### config.mk
export PLATFORM = sky130hd
export DESIGN_NAME = aes_inv_cntx
export DESIGN_NICKNAME = d
export VERILOG_FILES = /design/src/rtl/aes_pkg.sv /design/src/rtl/aes_inv_cntx.sv
export SDC_FILE = /design/constraint.sdc
export NUM_CORES = 1
export LEC_CHECK = 0
export CAP_MARGIN = 0
export CORE_AREA = 10 10 52 54
export DETAILED_ROUTE_END_ITERATION = 6
export DIE_AREA = 0 0 62 64
export PLACE_DENSITY = 0.74
export SYNTH_ARGS = -nofsm -noshare
export SYNTH_HDL_FRONTEND = slang
export SYNTH_SLANG_ARGS = --single-unit
### constraint.sdc
create_clock -name clk -period 1.8 [get_ports clk]
set_input_delay 0.18 -clock clk [delete_from_list [all_inputs] [get_ports clk]]
set_output_delay 0.18 -clock clk [all_outputs]
set_load 0.005 [all_outputs]
### src/rtl/aes_pkg.sv
// Shared AES definitions: round counts, round-index width and the inverse
// round-controller state encoding.
package aes_pkg;

    localparam int AES128_NR = 10;
    localparam int RND_W     = 4;

    typedef enum logic [2:0] {
        IDLE,
        KEYEXP,
        INIT,
        ROUND,
        LAST,
        DONE
    } inv_cntx_state_t;

endpackage

### src/rtl/aes_inv_cntx.sv
// Round controller for the AES inverse cipher: forward key expansion, initial
// AddRoundKey, NR-1 inverse rounds and a final round without InvMixColumns.
module aes_inv_cntx
    import aes_pkg::*;
#(
    parameter int NR = AES128_NR
) (
    input  logic             clk,
    input  logic             rstn,
    input  logic             start,
    output logic             accept,
    output logic [RND_W-1:0] rndNo,
    output logic             enbKS,
    output logic             enbIKS,
    output logic             enbISR,
    output logic             enbISB,
    output logic             enbIMC,
    output logic             enbAR,
    output logic             done,
    output logic [NR-1:0]    completed_round
);

    localparam logic [RND_W-1:0] NR_R     = RND_W'(NR);
    localparam logic [RND_W-1:0] LAST_IDX = RND_W'(NR - 1);
    localparam logic [RND_W-1:0] RND_ONE  = RND_W'(1);
    localparam logic [NR-1:0]    CR_ONE   = NR'(1);

    inv_cntx_state_t  state_q, state_d;
    logic [RND_W-1:0] rnd_q, rnd_d;

    // NOTE: sequential state uses non-blocking assignments so every register
    // samples its next value from the same pre-edge snapshot.
    always_ff @(posedge clk or negedge rstn) begin
        if (!rstn) begin
            state_q <= IDLE;
            rnd_q   <= '0;
        end else begin
            state_q <= state_d;
            rnd_q   <= rnd_d;
        end
    end

    assign rndNo = rnd_q;

    always_comb begin
        // NOTE: every signal driven here gets a default first, so no branch
        // can leave one unassigned and infer a latch.
        state_d         = state_q;
        rnd_d           = rnd_q;
        accept          = 1'b0;
        enbKS           = 1'b0;
        enbIKS          = 1'b0;
        enbISR          = 1'b0;
        enbISB          = 1'b0;
        enbIMC          = 1'b0;
        enbAR           = 1'b0;
        done            = 1'b0;
        completed_round = '0;

        case (state_q)
            IDLE: begin
                accept = 1'b1;
                rnd_d  = '0;
                if (start) begin
                    state_d = KEYEXP;
                    rnd_d   = RND_ONE;
                end
            end

            KEYEXP: begin
                enbKS = 1'b1;
                if (rnd_q == NR_R) begin
                    state_d = INIT;
                end else begin
                    rnd_d = rnd_q + RND_ONE;
                end
            end

            // Whitening with the last round key while stepping the key back one round.
            INIT: begin
                enbAR   = 1'b1;
                enbIKS  = 1'b1;
                state_d = ROUND;
                rnd_d   = NR_R - RND_ONE;
            end

            ROUND: begin
                enbISR          = 1'b1;
                enbISB          = 1'b1;
                enbAR           = 1'b1;
                enbIMC          = 1'b1;
                enbIKS          = 1'b1;
                completed_round = CR_ONE << (LAST_IDX - rnd_q);
                if (rnd_q == RND_ONE) begin
                    state_d = LAST;
                    rnd_d   = '0;
                end else begin
                    rnd_d = rnd_q - RND_ONE;
                end
            end

            LAST: begin
                enbISR          = 1'b1;
                enbISB          = 1'b1;
                enbAR           = 1'b1;
                completed_round = CR_ONE << LAST_IDX;
                state_d         = DONE;
            end

            DONE: begin
                done    = 1'b1;
                state_d = IDLE;
                rnd_d   = '0;
            end

            default: begin
                state_d = IDLE;
                rnd_d   = '0;
            end
        endcase
    end

endmodule
==> results.json <==
{
  "placed_cell_area_sq_mm": 0.00103,
  "avgSynthCellArea_sq_um": 8.04,
  "holdCritPathClass": "in -> async",
  "diodes": 0,
  "fill_cells": 149,
  "die_w_microns": 62,
  "r2r_start": "rndNo[1]$_DFFE_PN0P_",
  "rsz0062_at_grt": "yes",
  "synth_edf_count": 0,
  "final_common_cell": "buf_4",
  "totalWireLength_microns": 2380,
  "ys_seq_elements": 7,
  "drtIter0Drc": 15,
  "slew_headroom_pct": 74.7,
  "worst_skew_pair.late_latency_ps": 260,
  "area_delta_synth_final_pct": 66.4,
  "use_met2_pct": 21.5,
  "rows": 15,
  "wire_per_inst_microns": 15.4,
  "maxCapViolations": 0,
  "drc": 0,
  "power_leakage_nw": 0.610,
  "holdWs_ps": 199,
  "design_area_sq_mm": 0.00116,
  "grtUsageTotal_pct": 11.9,
  "die_y_microns": 64,
  "synth_top_flop_cell": "dfrtp_1",
  "ir_drop_mv": 0.628,
  "seqCellArea_sq_um": 176,
  "io_buffers": 24,
  "critPathRequiredTime_ps": 1620,
  "rr_worst_depth": 6,
  "synthesis.area_sq_um": 699,
  "cts.sink_count": 7,
  "power_density_mw_per_mm2": 1330,
  "status": "completed",
  "cts_max_path_buffers": 2,
  "setup_viol": 0,
  "start_util_pct": 41.0,
  "clock_skew_ps": 5.46,
  "critPathMaxFanout": 3,
  "post-dp-hpwl_microns": 1690,
  "finalHoldViolations": 0,
  "worst_pin_slew_ps": 379,
  "path_class": "reg -> out",
  "fin_cells": 155,
  "dieArea_sq_mm": 0.00397,
  "cts.htree.levels": 1,
  "grt_remaining_overflow": 0,
  "drv_slew": 0,
  "r2r_end": "rndNo[1]$_DFFE_PN0P_",
  "io_pins": 25,
  "max_freq_ghz": 0.563,
  "drive_gt1_share_pct": 37.7,
  "nNetsFinal": 140,
  "busiest_layer": "met2",
  "yosysSeqAreaShare_pct": 25.0,
  "clk_pin_slew_worst_paths_ps": 60,
  "ff2ff_setup_slack_ps": 70,
  "synth_cell_types": 31,
  "finalCriticalPeriod_ps": 1780,
  "use_met3_pct": 3.36,
  "critPathArrivalTime_ps": 1600,
  "worstSetupStartpointType": "flip-flop",
  "first_pass_iters": 4,
  "cts_buffers": 3,
  "grt_pass1_vias": 804,
  "synthArstFlopShare_pct": 100,
  "yosysWarnings": 0,
  "cts.hold.buffers_added": 0,
  "postRouteAntennaNets": 0,
  "cts_tree": "yes",
  "synthesis.nets": 96,
  "gp_congestion": 0.832,
  "final_cell_mix": "buf_4 (17), and2_1 (10), clkdlybuf4s50_1 (9)",
  "vias": 782,
  "placed_cells": 143,
  "vias_per_cell": 5.05,
  "netlist_instances": 87,
  "critPathCaptureType": "primary output",
  "use_met1_pct": 12.8,
  "grt_max_degree": 14,
  "root_buffer": "clkbuf_4",
  "coreArea_sq_mm": 0.00171,
  "multi_input_area_sq_um": 546,
  "grt_pass1_wl_microns": 3720,
  "grt_antenna_before_repair": 0,
  "period_share_pct": 98.6
}
[stage by stage]
step                TNS (ps)  total power, mW  setup slack (ps)  util (%)
floorplan                  0            0.783               212         -
global placement        -172             1.15             -45.4      60.3
detailed placement      -614             1.19              -101      60.3
CTS                    -34.8             1.43             -32.2      64.7
global route           -74.9             1.67             -22.9      68.1
finish                     0             1.55              24.9      68.1
[cell type report]
class,count,share of cell area [%]
Multi-Input combinational cell,69,46.9
Timing Repair Buffer,43,30.8
Sequential cell,7,15.2
Tap cell,25,2.69
Clock buffer,4,2.26
Inverter,7,2.26
[routing by layer]
metal	vias to the layer above	routed length, microns	part of all wire, %
li1	387	-	-
met1	368	995	42
met2	22	1210	51
met3	5	153	6.4
met4	0	27	1.1
met5	-	0	0
[state kept, by name (all words and copies together) (netlist names)]
register and flops:
state_q 3, rndNo 4
[worst max-delay path: stages (launching register included)]
cell             delay, ps
dfrtp_1                380
inv_2                   90
ha_4                   170
xnor2_4                130
and3_4                 230
and2_1                 130
clkdlybuf4s15_1        200
[Yosys cell counts, types with 2 or more instances]
| master | n | area share [%] |
|---|---|---|
| buf_4 | 2 | 2.1 |
| and2_1 | 10 | 8.9 |
| a21oi_1 | 4 | 2.9 |
| dfrtp_1 | 7 | 25 |
| o32ai_1 | 2 | 2.5 |
| nor2b_1 | 4 | 3.6 |
| and3_1 | 2 | 1.8 |
| nand2_1 | 7 | 3.8 |
| o21ai_0 | 4 | 2.9 |
| ha_1 | 6 | 11 |
| inv_1 | 7 | 3.8 |
| a2bb2oi_1 | 2 | 2.5 |
| nor2_1 | 9 | 4.8 |
| nor3b_1 | 2 | 2.1 |
| xnor2_1 | 3 | 3.8 |
[where the power goes]
group	switching (mW)	internal, mW	total, mW	leakage [nW]
sequential	0.0504	0.213	0.263	0.0876
combinational	0.523	0.618	1.14	0.508
clock	0.0642	0.0850	0.149	0.0150
[cells by family after synthesis]
group / after synthesis / share of synthesized area, %
AND/OR/NAND/NOR: 40 / 32.4
flip-flops: 7 / 25.0
buffers and inverters: 11 / 7.15
XOR/XNOR: 4 / 5.01
AO/OA/AOI/OAI: 19 / 19.7
adder cells (fa/ha/maj): 6 / 10.7
[how the worst max path moves through the flow]
| stage | from | end | slack (ps) | cells past startpoint |
|---|---|---|---|---|
| 2_1_floorplan | rndNo[0]$_DFFE_PN0P_ | rndNo[1]$_DFFE_PN0P_ | 210 | 5 |
| 3_3_place_gp | rndNo[1]$_DFFE_PN0P_ | completed_round[0] | -50 | 7 |
| 3_5_place_dp | rndNo[1]$_DFFE_PN0P_ | completed_round[1] | -100 | 7 |
| 4_1_cts | rndNo[2]$_DFFE_PN0P_ | completed_round[1] | -30 | 8 |
| 5_1_grt | rndNo[2]$_DFFE_PN0P_ | completed_round[5] | -20 | 6 |
| 6_report | rndNo[1]$_DFFE_PN0P_ | completed_round[5] | 20 | 6 |
[what timing repair did]
action                     CTS  global route
setup buffers                6             3
pin swaps                    8             5
resized for setup           40            17
setup endpoints to repair   16            16
Power figures use the tool's default switching activity.
